`config.mk`:
```
export PLATFORM = sky130hd
export DESIGN_NAME = gate_tt_sequencer_flat
export DESIGN_NICKNAME = d
export VERILOG_FILES = /design/src/rtl/gate_tt_sequencer_if.sv /design/src/rtl/gate_tt_sequencer.sv /design/src/flat_wrapper.sv
export SDC_FILE = /design/constraint.sdc
export NUM_CORES = 1
export LEC_CHECK = 0
export ABC_AREA = 1
export CAP_MARGIN = 20
export CORE_MARGIN = 2
export CORE_UTILIZATION = 45
export DETAILED_ROUTE_END_ITERATION = 10
export HOLD_SLACK_MARGIN = 0.1
export PLACE_DENSITY = 0.7
export SLEW_MARGIN = 0
export SYNTH_ARGS = -nofsm -noshare
export SYNTH_HDL_FRONTEND = slang
export SYNTH_SLANG_ARGS = --single-unit
```
`constraint.sdc`:
```
create_clock -name clk -period 1.61 [get_ports clk]
set_clock_uncertainty 0.2 [all_clocks]
set_input_delay 0.2415 -clock clk [delete_from_list [all_inputs] [get_ports clk]]
set_output_delay 0.2415 -clock clk [all_outputs]
set_load 0.01 [all_outputs]
```
`src/rtl/gate_tt_sequencer_if.sv`:
```
// Handshake and gate-drive bundle for gate_tt_sequencer.
// Optional first-fail report signals exist only when GATE_TT_FIRST_FAIL_EN is defined.
interface gate_tt_sequencer_if #(
  parameter int ERRW = 4
);
  logic            start;
  logic [2:0]      gate_sel;
  logic            dut_out;
  logic            A;
  logic            B;
  logic            busy;
  logic            done;
  logic            pass;
  logic [ERRW-1:0] err_count;
`ifdef GATE_TT_FIRST_FAIL_EN
  logic            fail_valid;
  logic [1:0]      fail_vec;

  modport master (
    output start, gate_sel, dut_out,
    input  A, B, busy, done, pass, err_count, fail_valid, fail_vec
  );
  modport slave (
    input  start, gate_sel, dut_out,
    output A, B, busy, done, pass, err_count, fail_valid, fail_vec
  );
`else
  modport master (
    output start, gate_sel, dut_out,
    input  A, B, busy, done, pass, err_count
  );
  modport slave (
    input  start, gate_sel, dut_out,
    output A, B, busy, done, pass, err_count
  );
`endif
endinterface

```
`src/rtl/gate_tt_sequencer.sv`:
```
// Truth-table self-test sequencer for one 2-input basic gate: sweeps {A,B}, samples after DWELL cycles,
// counts mismatches. Define GATE_TT_FIRST_FAIL_EN to add the fail_valid/fail_vec first-mismatch report.
module gate_tt_sequencer #(
  parameter int DWELL  = 2,
  parameter int REPEAT = 1,
  parameter int ERRW   = 4
) (
  input  logic                 clk,
  input  logic                 rst_n,
  gate_tt_sequencer_if.slave   bus
);

  localparam int DW = (DWELL > 1) ? $clog2(DWELL) : 1;
  localparam int SW = (REPEAT > 1) ? $clog2(REPEAT) : 1;
  localparam logic [DW-1:0]   DWELL_LAST = DW'(DWELL - 1);
  localparam logic [SW-1:0]   SWEEP_LAST = SW'(REPEAT - 1);
  localparam logic [ERRW-1:0] ERR_MAX    = '1;

  typedef enum logic [1:0] {IDLE, RUN, DONE} state_e;

  state_e          state_q, state_d;
  logic [2:0]      sel_q, sel_d;
  logic [1:0]      vec_q, vec_d;
  logic [DW-1:0]   dwell_q, dwell_d;
  logic [SW-1:0]   sweep_q, sweep_d;
  logic            busy_q, busy_d;
  logic            done_q, done_d;
  logic            pass_q, pass_d;
  logic [ERRW-1:0] err_q, err_d;
`ifdef GATE_TT_FIRST_FAIL_EN
  logic            fail_valid_q, fail_valid_d;
  logic [1:0]      fail_vec_q, fail_vec_d;
`endif

  // Expected gate output for vector index v = {A,B}.
  function automatic logic expected(input logic [2:0] sel, input logic [1:0] v);
    case (sel)
      3'd0:    expected = (v == 2'b11);
      3'd1:    expected = (v != 2'b00);
      3'd2:    expected = (v != 2'b11);
      3'd3:    expected = (v == 2'b00);
      3'd4:    expected = ^v;
      3'd5:    expected = ~^v;
      default: expected = 1'b0;
    endcase
  endfunction

  logic mismatch;
  assign mismatch = (bus.dut_out != expected(sel_q, vec_q));

  always_comb begin
    // NOTE: every _d defaults to its _q (done to 0) so no branch can leave one unassigned and infer a latch.
    state_d = state_q;
    sel_d   = sel_q;
    vec_d   = vec_q;
    dwell_d = dwell_q;
    sweep_d = sweep_q;
    busy_d  = busy_q;
    done_d  = 1'b0;
    pass_d  = pass_q;
    err_d   = err_q;
`ifdef GATE_TT_FIRST_FAIL_EN
    fail_valid_d = fail_valid_q;
    fail_vec_d   = fail_vec_q;
`endif
    case (state_q)
      IDLE: begin
        if (bus.start) begin
          pass_d = 1'b0;
`ifdef GATE_TT_FIRST_FAIL_EN
          fail_valid_d = 1'b0;
          fail_vec_d   = 2'b00;
`endif
          if (bus.gate_sel <= 3'd5) begin
            sel_d   = bus.gate_sel;
            err_d   = '0;
            vec_d   = 2'b00;
            dwell_d = '0;
            sweep_d = '0;
            busy_d  = 1'b1;
            state_d = RUN;
          end else begin
            // Unknown gate type: report a full-scale failure without driving the gate.
            err_d   = ERR_MAX;
            state_d = DONE;
          end
        end
      end
      RUN: begin
        dwell_d = dwell_q + DW'(1);
        if (dwell_q == DWELL_LAST) begin
          dwell_d = '0;
          vec_d   = vec_q + 2'd1;
          if (mismatch && (err_q != ERR_MAX)) err_d = err_q + ERRW'(1);
`ifdef GATE_TT_FIRST_FAIL_EN
          if (mismatch && !fail_valid_q) begin
            fail_valid_d = 1'b1;
            fail_vec_d   = vec_q;
          end
`endif
          if (vec_q == 2'b11) begin
            if (sweep_q == SWEEP_LAST) begin
              busy_d  = 1'b0;
              state_d = DONE;
            end else begin
              sweep_d = sweep_q + SW'(1);
            end
          end
        end
      end
      DONE: begin
        done_d  = 1'b1;
        pass_d  = (err_q == '0);
        state_d = IDLE;
      end
      default: state_d = IDLE;
    endcase
  end

  always_ff @(posedge clk or negedge rst_n) begin
    if (!rst_n) begin
      state_q <= IDLE;
      sel_q   <= 3'd0;
      vec_q   <= 2'b00;
      dwell_q <= '0;
      sweep_q <= '0;
      busy_q  <= 1'b0;
      done_q  <= 1'b0;
      pass_q  <= 1'b0;
      err_q   <= '0;
`ifdef GATE_TT_FIRST_FAIL_EN
      fail_valid_q <= 1'b0;
      fail_vec_q   <= 2'b00;
`endif
    end else begin
      // NOTE: non-blocking so every flop captures values computed from the pre-edge state.
      state_q <= state_d;
      sel_q   <= sel_d;
      vec_q   <= vec_d;
      dwell_q <= dwell_d;
      sweep_q <= sweep_d;
      busy_q  <= busy_d;
      done_q  <= done_d;
      pass_q  <= pass_d;
      err_q   <= err_d;
`ifdef GATE_TT_FIRST_FAIL_EN
      fail_valid_q <= fail_valid_d;
      fail_vec_q   <= fail_vec_d;
`endif
    end
  end

  // A/B come straight from the vector register, which returns to 00 when a run ends.
  assign bus.A         = vec_q[1];
  assign bus.B         = vec_q[0];
  assign bus.busy      = busy_q;
  assign bus.done      = done_q;
  assign bus.pass      = pass_q;
  assign bus.err_count = err_q;
`ifdef GATE_TT_FIRST_FAIL_EN
  assign bus.fail_valid = fail_valid_q;
  assign bus.fail_vec   = fail_vec_q;
`endif

endmodule

```
`src/flat_wrapper.sv`:
```
// flat-port wrapper written by rule: the top's interface ports become plain ports
module gate_tt_sequencer_flat 
#(
  parameter int DWELL  = 2,
  parameter int REPEAT = 1,
  parameter int ERRW   = 4
)
  (clk, rst_n, bus_start, bus_gate_sel, bus_dut_out, bus_A, bus_B, bus_busy, bus_done, bus_pass, bus_err_count);
  gate_tt_sequencer_if #(.ERRW(ERRW)) bus_i ();
  input  logic clk;
  input  logic rst_n;
  input wire logic [$bits(bus_i.start)-1:0] bus_start;
  input wire logic [$bits(bus_i.gate_sel)-1:0] bus_gate_sel;
  input wire logic [$bits(bus_i.dut_out)-1:0] bus_dut_out;
  output wire logic [$bits(bus_i.A)-1:0] bus_A;
  output wire logic [$bits(bus_i.B)-1:0] bus_B;
  output wire logic [$bits(bus_i.busy)-1:0] bus_busy;
  output wire logic [$bits(bus_i.done)-1:0] bus_done;
  output wire logic [$bits(bus_i.pass)-1:0] bus_pass;
  output wire logic [$bits(bus_i.err_count)-1:0] bus_err_count;
  assign bus_i.start = bus_start;
  assign bus_i.gate_sel = bus_gate_sel;
  assign bus_i.dut_out = bus_dut_out;
  assign bus_A = bus_i.A;
  assign bus_B = bus_i.B;
  assign bus_busy = bus_i.busy;
  assign bus_done = bus_i.done;
  assign bus_pass = bus_i.pass;
  assign bus_err_count = bus_i.err_count;
  gate_tt_sequencer #(.DWELL(DWELL), .REPEAT(REPEAT), .ERRW(ERRW)) u_core (.clk(clk), .rst_n(rst_n), .bus(bus_i));
endmodule
```
## After elaboration in Yosys (flattened, before gate mapping)

Cells that the tools add are included.

- Div/mod/pow operators: 0
- Mux-type cells: 33
- Shifts and indexed selects: 0
- $add $sub $neg: 4
- Magnitude comparators: 1
- Bitwise logic cells: 0
- Eq/ne operators: 17
- $mul: 0
- Reductions and logical operators: 18

Operator list:

| kind | number |
|---|---|
| $mux 2 | 8 |
| $mux 4 | 4 |
| $mux 1 | 13 |
| $reduce_and 4->1 | 3 |
| $ne 2x1->1 const B | 4 |
| $pmux 1 s2 | 4 |
| $pmux 2 s2 | 2 |
| $pmux 4 s2 | 1 |
| $eq 3x2->1 const B | 2 |
| $eq 3x3->1 const B | 2 |
| $ne 2x2->1 const B | 3 |
| $pmux 1 s6 | 1 |
| $reduce_and 3->1 | 2 |
| $reduce_and 6->1 | 1 |
| $reduce_bool 2->1 | 3 |
| $reduce_and 5->1 | 1 |
| $add 4x1->4 const B | 1 |
| $eq 2x2->1 const B | 2 |
| $logic_not 2->1 | 2 |
| $logic_not 4->1 | 1 |
| $ne 4x4->1 const B | 1 |
| $eq 3x1->1 const B | 1 |
| $le 3x3->1 const B | 1 |
| $logic_not 3->1 | 1 |
| 8 further kinds | 9 |

- Input bits: 7
- Latch bits: 0
- Register bits after elaboration: 16
- Memory bits (read-only): 0
- Memories: 0
- Word-level logic and storage cells: 82
- Memory bits (writable): 0

## Logic depth before layout (Yosys ltp)

Gate-level depths: netlist of run 1.

- Depth in word-level cells: 7
- Mapped depth: 14

## Worst setup path after synthesis of run 1

No wires, ideal clock.

- Path type: reg2reg
- Start point: register u_core.vec_q[0]
- End point: register u_core.err_q[0] (netlist: u_core.bus.err_count[0])
- Setup time: 0.117 ns
- Data arrival time: 1.442 ns
- Setup slack: -0.149 ns
- Clock period less this slack: 1.759 ns
- Buffers on the path: 0
- Cell stages (with the launch flop): 15
- Cells stage by stage: dfrtp_1 -> inv_1 -> ha_1 -> inv_1 -> nand2_1 -> nand3_2 -> nand2_1 -> nand2_1 -> nand3_1 -> nand2_1 -> nand2_2 -> nand2_4 -> nand2_4 -> nand2_1 -> nand2_1

- Cells in the longest elaborated chain, start to end: 6
- Elaborated cells between the ends (all ways): 11
- Classes of those cells: 4 x eq/ne; 1 x mux; 6 x reduce/logical

RTL lines:

| what | RTL line | RTL |
|---|---|---|
| start: declaration | gate_tt_sequencer.sv:23 | `logic [1:0] vec_q, vec_d;` |
| start signal: assignment | gate_tt_sequencer.sv:139 | `vec_q <= vec_d;` |
| $ne 2x2->1 (tied with other cells) | gate_tt_sequencer.sv:40 | `3'd2: expected = (v != 2'b11);` |
| $pmux 1 s6 (*) | gate_tt_sequencer.sv:37 | `case (sel)` |
| $ne 1x1->1 (*) | gate_tt_sequencer.sv:49 | `assign mismatch = (bus.dut_out != expected(sel_q, vec_q));` |
| $logic_and 1x1->1 (*) | gate_tt_sequencer.sv:94 | `if (mismatch && (err_q != ERR_MAX)) err_d = err_q + ERRW'(1);` |
| $ne 2x1->1 (no source line) (*) | n/a |  |
| $reduce_and 4->1 (no source line) (*) | n/a |  |
| end signal: assignment | gate_tt_sequencer.sv:145 | `err_q <= err_d;` |
| end: declaration | gate_tt_sequencer.sv:29 | `logic [ERRW-1:0] err_q, err_d;` |

Mark *: on every way between the ends. The rest lies on a longest branch, timed or not.
A chain may end at the register's enable or synchronous reset.

## Worst setup path after layout of run 1

- Start point: register u_core.vec_q[1]
- End point: register u_core.err_q[0] (netlist: u_core.bus.err_count[0])

Same word-level chain as after synthesis.

==> run summary, run 1 <==
Walking the worst path, the cells encountered are inv_2 -> ha_4 -> inv_2 -> nand2_1 -> nand3_2 -> nand2_1 -> nand2_1 -> nand3_1 -> nand2_1 -> nand2_2 -> nand2_4 -> nand2_4 -> nand2_1 -> nand2_1. The post-route netlist has 32.9% of its cells at a drive strength greater than 1. The tools report the reg-to-reg critical path startpoint as u_core.vec_q[1]. For the count of different cell masters after synthesis, the log shows 20. Setup repair after global routing could not meet its margin everywhere.

The flow ran to the end, but the final reports show violations. The repair_antennas step left the layout with diodes totalling 0. During synthesis, Yosys emitted a total of 0 warnings. For this design, the sink count on the clock tree is 15. The post-route worst setup slack was -0.172 ns. For the worst flop-to-flop path, the logic depth is 14. The tools report the endpoint required time on the critical path as 1.59 ns. The worst path uses 111% of the clock period. The detailed router placed 842 vias in this run. The maximum resistive drop on vdd is 1150 uV. Timing would allow up to 561 MHz. The tools report the I/O pin count as 16.

The initialized floorplan defines 16 standard-cell rows. The run gives 4 as the first-pass iteration count of the detailed router. The register-to-register setup slack was -0.17 ns. The slew at the pin closest to its max-slew limit was 0.294 ns; the total length of routed wires was 1990 microns. Compared with the post-synthesis result, the final layout area differs by 41.8%. In the final layout, the multi-input gates occupy 462 sq um. The detailed router finished its first iteration with 19 violations. No sink is reached through more buffers than the 2 on the longest clock path. In this run the worst path has a maximum fanout of 5. The tree is rooted in a clkbuf_4. The run gives 19.6% as the overall global routing resource usage.

The worst path needs 1.78 ns of the cycle, external delays included. After technology mapping, the gate count stands at 109. After filler insertion, the fill cell instance count of the layout stands at 173.

The tools report the worst setup path endpoint as u_core.bus.err_count[0]. The kind of launch point of the worst setup path was a flip-flop. TritonCTS built the clock tree. The run gives 120 as the synthesized net count. The total negative slack for setup checks was -0.613 ns. First-pass GRT wire length: 3640 microns.

The run gives 0 as the count of endpoints failing hold in the final timing report. Via count of the first global-routing pass: 849. The run gives 158 as the net count of the finished layout. The longest individual stage delay on the worst path was 0.41 ns. Cell occurring most often along the worst timing path: nand2_1.

In the routed layout, each cell is associated on average with a via count of 4.87. The final reports fail on negative setup slack. The analysis attributes to cell leakage a power of 0.673 nW.

By startpoint and endpoint, the worst setup path is classified as flip-flop to flip-flop. The tools report the depth of the CTS H-tree as 1. The tools report the endpoint of the lowest-slack register-to-register path as u_core.bus.err_count[0].

Entering global routing, the biggest net connects 16 pins. Max-cap violations in this run came to 0. With fillers left out, the area of the finished cells amounts to 1250 sq um.

Measured against its own limit, the worst slew margin works out to 80.3%. Area of placed instances: 1150 sq um. The tools report the sort of element at the end of the critical path as a flip-flop.

The max-slew violation count is 0, and the clock latency of the later-clocked register in the worst-skew pair is 0.28 ns. The initial antenna violation count is 0, and the overall power consumption is 2.26 mW. The fraction of the yosys area taken by sequential cells came out at 42.5%. Once the floorplan was initialized, standard cells occupied 46.4% of the core. From left edge to right edge, the die measures 48.3 microns. The critical path starts at u_core.vec_q[1]. A synthesized cell averages 8.10 sq um. The total global routing overflow is 0, and the number of remaining DRC errors is 0. The die is 48.3 microns tall.

Timing analysis after detailed placement gives a worst setup slack of -0.144 ns. The mapped netlist covers 883 sq um. The master of the slowest instance on the critical path was dfrtp_1.

The placed wire-length estimate is 1410 microns. The power per cell area was 1800 nW/um^2; the average detailed-routed wire length per instance was 11.5 microns. The tools report the number of buffers added by the clock tree synthesis step as 3. Data on the critical path arrives at its endpoint at 1.76 ns. The synthesized flop and latch total is 15. The tools report the final number of setup-violating endpoints as 4. The sequential standard cell area came out at 375 sq um. The worst hold path belongs to the class flip-flop to flip-flop. The total area inside the core boundary comes to 1900 sq um.

In this run the remaining antenna-violating nets after routing total 0. The clock-pin transition on the worst setup and hold timing paths was 0.09 ns. The die covers 2330 sq um. The congestion estimate from routability-driven global placement came to 0.772. The port buffer count was 15.
## cell usage after synthesis
master	instances	share of area, %
o21ai_1	4	2.3
nand2_1	24	10
inv_4	1	0.71
nor2_4	3	3.8
nor2_1	5	2.1
ha_1	4	5.7
inv_1	13	5.5
inv_2	5	2.1
nand3_2	2	2.3
a21oi_2	2	2.0
nand2_2	3	2.1
nand4_1	2	1.4
o21ai_0	8	4.5
a21oi_1	1	0.57
nand3_1	12	6.8
a32o_1	1	1.1
dfrtp_1	15	42
o22ai_1	1	0.71
nand2_4	2	2.5
o21ai_2	1	0.99
## kinds of logic (layout without fill, tap and decap cells)
| logic type | Yosys count | in the layout | synth area share [%] |
|---|---|---|---|
| fa+ha+maj | 4 | 4 | 5.67 |
| flops | 15 | 15 | 42.5 |
| simple gates | 53 | 53 | 31.3 |
| buf+inv | 19 | 56 | 8.36 |
| compound gates | 18 | 18 | 12.2 |
## final cells by class
type / count / area share, %
Timing Repair Buffer: 33 / 22.4
Sequential cell: 15 / 30.0
Clock buffer: 3 / 1.80
Inverter: 19 / 5.89
Tap cell: 27 / 2.70
Clock inverter: 1 / 0.400
Multi-Input combinational cell: 75 / 36.9
## worst min-delay path by stage
stage	depth (start not counted)	slack (ns)	to	startpoint
final	1	0.30	u_core.bus.done	u_core.state_q[0]
after CTS	1	0.30	u_core.bus.done	u_core.state_q[0]
after floorplan	0	-0.25	u_core.bus.busy	rst_n
after global placement	1	0.28	u_core.bus.done	u_core.state_q[0]
after detailed placement	1	0.29	u_core.bus.done	u_core.state_q[0]
after global routing	1	0.33	u_core.bus.done	u_core.state_q[0]
## through the flow
step | instances | utilization (%) | hold slack (ns)
2_1_floorplan | 109 | - | -0.254
3_3_place_gp | 161 | 60.7 | 0.283
3_5_place_dp | 161 | 60.7 | 0.287
4_1_cts | 172 | 64.9 | 0.301
5_1_grt | 173 | 65.9 | 0.331
6_report | 173 | 65.9 | 0.295
## state kept, by name, summed over array words and instances, names as in the netlist
register              count
u_core.bus.busy           1
u_core.bus.done           1
u_core.bus.err_count      4
u_core.bus.pass           1
u_core.dwell_q            1
u_core.sel_q              3
u_core.state_q            2
u_core.vec_q              2
## per-layer routing
metal	vias to the layer above	share of wire [%]	track usage [%]	routed length, microns
li1	427	-	-	-
met1	386	47	26.2	927
met2	23	48	32.6	961
met3	6	3.4	2.78	67
met4	0	1.6	7.14	31
met5	-	0	0	0
## where the power goes
group | switching [mW] | leakage, nW | internal (mW)
sequential | 0.122 | 0.192 | 0.538
clock | 0.123 | 0.0177 | 0.0922
combinational | 0.785 | 0.464 | 0.600
total | 1.03 | 0.673 | 1.23
## worst max-delay path: cells and delay by family (launching register included)
kind / cells / cell delay [ns]
AND/OR/NAND/NOR: 11 / 0.73
adder cells (fa/ha/maj): 1 / 0.21
buffers and inverters: 2 / 0.13
flip-flops: 1 / 0.41
## timing repair
action                                  4_1_cts  5_1_grt
hold buffers                                  1        0
endpoints found under the hold margin        15        0
endpoints found under the setup margin       13        6
buffers inserted                              6        1
pin swaps                                     1        1
resized for setup                            11        3
## layout by cell type (no fill, tap or decap), types with 4 or more instances in the layout
cell type,netlist,layout
nand2_1,24,23
buf_4,0,17
dfrtp_1,15,15
inv_1,13,10
nand3_1,12,10
inv_2,5,8
o21ai_0,8,8
dlygate4sd2_1,0,8
clkdlybuf4s50_1,0,6
nor2_1,5,4
o21ai_1,4,4
nand2_2,3,4
nand3_2,2,4
(Power assumes the default switching activity.)
==> run 2: changes to the inputs <==
SETUP_SLACK_MARGIN = 0.15   (was default)
SLEW_MARGIN = default   (was 0)
==> run 2 against run 1 <==
  * The run still ends with negative setup slack left
  * Register-to-register slack about the same
  * Total power increased by 3.0%
  * Cell area increased by 1.9%
  * Setup slack improved by 0.013 ns
  * Core utilization increased by 1.2 points
  * Sequential cell count unchanged
  * Highest routed layer unchanged
==> run summary, run 2 (synthesized netlist as in run 1, its figures left out) <==
The run finished, with violations left. The final reports fail on negative setup slack. The depth of the CTS H-tree is 1 (unchanged), and the relative area change from synthesis to final layout is 44.5%. The number of max-cap violations was 0 (unchanged); the post-layout instance count excluding filler cells was 174 (+0.58%).

The startpoint-to-endpoint class of the critical path was flip-flop to flip-flop. The antenna violation net count after detailed routing came out at 0 (unchanged). The tools report the leakage power figure as 0.666 nW (-1.1%). The worst register-to-register path ends at u_core.bus.err_count[0]. The cell occurring most often along the worst timing path was nand2_1. The flip-flop count of the largest register, all copies and words added works out to 4 (unchanged).

The starting density of the core is 46.4% (unchanged), and the net count of the finished layout is 159 (+0.63%). Post-layout instance area: 1280 sq um (+1.9%). The worst slew margin relative to its limit was 82.9% (+2.6 points).

The overall die height is 48.3 microns (unchanged). The logs give 565 MHz (+0.73%) for the highest clock rate and -0.16 ns (about the same) for the register-to-register setup slack. The startpoint identified for the worst register-to-register timing path is u_core.vec_q[0]. The initial antenna violation count came out at 0 (unchanged).

The logs give 0 (unchanged) for the count of endpoints failing hold in the final timing report and 1.76 ns (about the same) for the worst path arrival time. The number of placement rows was 16 (unchanged). The overall global routing resource usage is 19.7% (+0.066 points), and the average detailed-routed wire length per instance is 11.8 microns (+2.7%). The horizontal die dimension was 48.3 microns (unchanged); the routed length on met3 was 49 microns (-27%). Traced cell by cell, the critical path runs through inv_2 -> ha_4 -> nand2_2 -> nand3_2 -> nand2_1 -> nand2_1 -> nand3_1 -> nand2_1 -> nand2_2 -> nand2_4 -> nand2_4 -> nand2_1 -> nand2_1. Initial DRC count: 14 (-5). The max-slew violation count was 0 (unchanged). The clock-pin transition on the worst setup and hold timing paths came out at 0.09 ns (about the same). The run gives 855 (+1.5%) as the total via count after detailed routing. The total global routing overflow was 0 (unchanged); the share of final-layout standard cells stronger than drive strength 1 was 36.1% (+3.2 points). The source of the critical timing path was u_core.vec_q[0].

For the worst hold margin, the log shows 0.310 ns (+0.0148 ns). The fill cell instance count of the final layout is 175 (+1.2%). The time the worst path needs with I/O delays and setup is 1.77 ns (-0.0130 ns). The total instance count after detailed placement is 161 (unchanged), and the maximum resistive drop on vdd is 1020 uV (-12%). Number of remaining DRC errors: 0 (unchanged). The count of clock tree sinks is 15 (unchanged), and the met2 wire length is 1030 microns (+6.9%).

The port buffer count was 15 (unchanged); the area of placed instances was 1150 sq um (unchanged). The min-delay analysis places its worst path in the category flip-flop to flip-flop. The tools report the overall power consumption as 2.33 mW (+3.0%). The run gives 1.60 ns (about the same) as the endpoint required time on the critical path. Master of the slowest instance on the critical path: dfrtp_1.

Highest metal layer with signal wires: met4. The clock latency of the later-clocked register in the worst-skew pair came out at 0.29 ns (about the same). Fraction of the cycle the final worst path needs: 110% (-0.81 points). Setup repair after global routing could not meet its margin everywhere.

The worst reg2reg path depth is 13 (-1). TritonCTS built the clock tree. The number of cells traversed by the worst hold path came out at 1 (unchanged). The sort of element at the end of the critical path is a flip-flop. The path with the worst hold slack has its endpoint at u_core.bus.pass.

The logs give 4 (unchanged) for the first-pass iteration count of the detailed router and 3650 microns (+0.39%) for the first-pass GRT wire length. The run gives 2050 microns (+3.3%) as the total length of routed wires. The longest individual stage delay on the worst path is 0.39 ns (-0.02 ns). The largest fanout on the critical path works out to 5 (unchanged). The tools report the root buffer cell as clkbuf_4. The tools report the area inside the core boundary as 1900 sq um (unchanged).

The run gives 953 microns (+2.8%) as the length of routed wiring on met1. The tools report the kind of launch point of the worst setup path as a flip-flop. For the I/O pin count, the log shows 16 (unchanged).

The run gives 4 (unchanged) as the final number of setup-violating endpoints. Average via count per standard cell: 4.91 (+0.96%). The slew at the pin closest to its max-slew limit came out at 0.257 ns (-0.0371 ns). Startpoint of the tightest hold check path: u_core.bus.pass. The tools report the maximum number of pins on one net before global-route repair as 16 (unchanged).

The total negative slack for setup checks is -0.585 ns (+0.0276 ns), and the number of diodes is 0 (unchanged). The placed wire-length estimate was 1410 microns (unchanged); the number of buffers added by the clock tree synthesis step was 3 (unchanged). The power per cell area came out at 1830 nW/um^2 (+1.1%). The run gives -0.159 ns (+0.0130 ns) as the post-route worst setup slack. The via count of the first global-routing pass is 838 (-1.3%).

The library cells used most frequently in the layout, excluding fill and tap cells, are nand2_1 (24), buf_4 (19), dfrtp_1 (15). The tools report the global placer's final weighted congestion as 0.772 (unchanged). The library cell used most frequently in the layout, excluding fill and tap cells, is nand2_1. Number of buffers between clock root and the deepest sink: 2 (unchanged). Die area: 2330 sq um (unchanged).
-- run 2: cell types whose count changed in the layout (fill, tap and decap cells not counted), sizes merged --
cell	change
clkdlybuf4s15	+1
buf	+2
dlygate4sd2	-1
dlymetal6s2s	-1
-- run 2: worst max-delay path by stage --
stage                                    to  cells past startpoint
floorplan           u_core.bus.err_count[0]                     13
global placement    u_core.bus.err_count[1]                     14
detailed placement          u_core.vec_q[1]                      7
CTS                 u_core.bus.err_count[2]                     13
global route        u_core.bus.err_count[0]                     13
finish              u_core.bus.err_count[0]                     13
-- run 2: power by group --
group | internal (mW) | switching (mW)
clock | 0.0926 | 0.129
sequential | 0.538 | 0.132
combinational | 0.634 | 0.805
-- run 2: critical path, delay by kind of cell, from the launching register on --
kind | cells | cell delay [ns]
and+or+nand+nor | 11 | 0.72
DFF | 1 | 0.39
adders and majority gates | 1 | 0.28
buffers and inverters | 1 | 0.07
-- run 2: area by class of cell --
type / count / area (sq um) / share of cell area (%)
clock buffer: 3 / 22.5 / 1.76
clock inverter: 1 / 5.00 / 0.392
inverter: 19 / 73.8 / 5.78
multi-input combinational: 75 / 482 / 37.7
sequential: 15 / 375 / 29.4
tap: 27 / 33.8 / 2.65
timing repair buffer: 34 / 284 / 22.3
-- run 2: routing by layer --
layer	global-route usage, %	vias to the layer above
met5	0	-
met4	6.19	0
met3	2.78	3
met2	33.1	14
met1	26.4	408
li1	-	430
-- run 2: per-stage QoR --
stage | setup slack [ns] | utilization (%)
floorplan | -0.0631 | -
global placement | -0.0986 | 60.7
detailed placement | -0.144 | 60.7
CTS | -0.136 | 64.8
global route | -0.311 | 67.1
finish | -0.159 | 67.1
-- run 2: what timing repair did --
| action | in CTS | in global routing |
|---|---|---|
| pin swaps | 0 | 2 |
| gates resized for setup | 13 | 7 |
| hold buffers | 1 | 0 |
| setup endpoints to repair | 14 | 12 |
| endpoints found under the hold margin | 15 | 0 |
| setup buffers | 6 | 2 |
==> run 3: changes to the inputs <==
SLEW_MARGIN = 20   (was default)
==> results of run 3 <==
Final layout, timing and power as in run 2 (identical DEF).
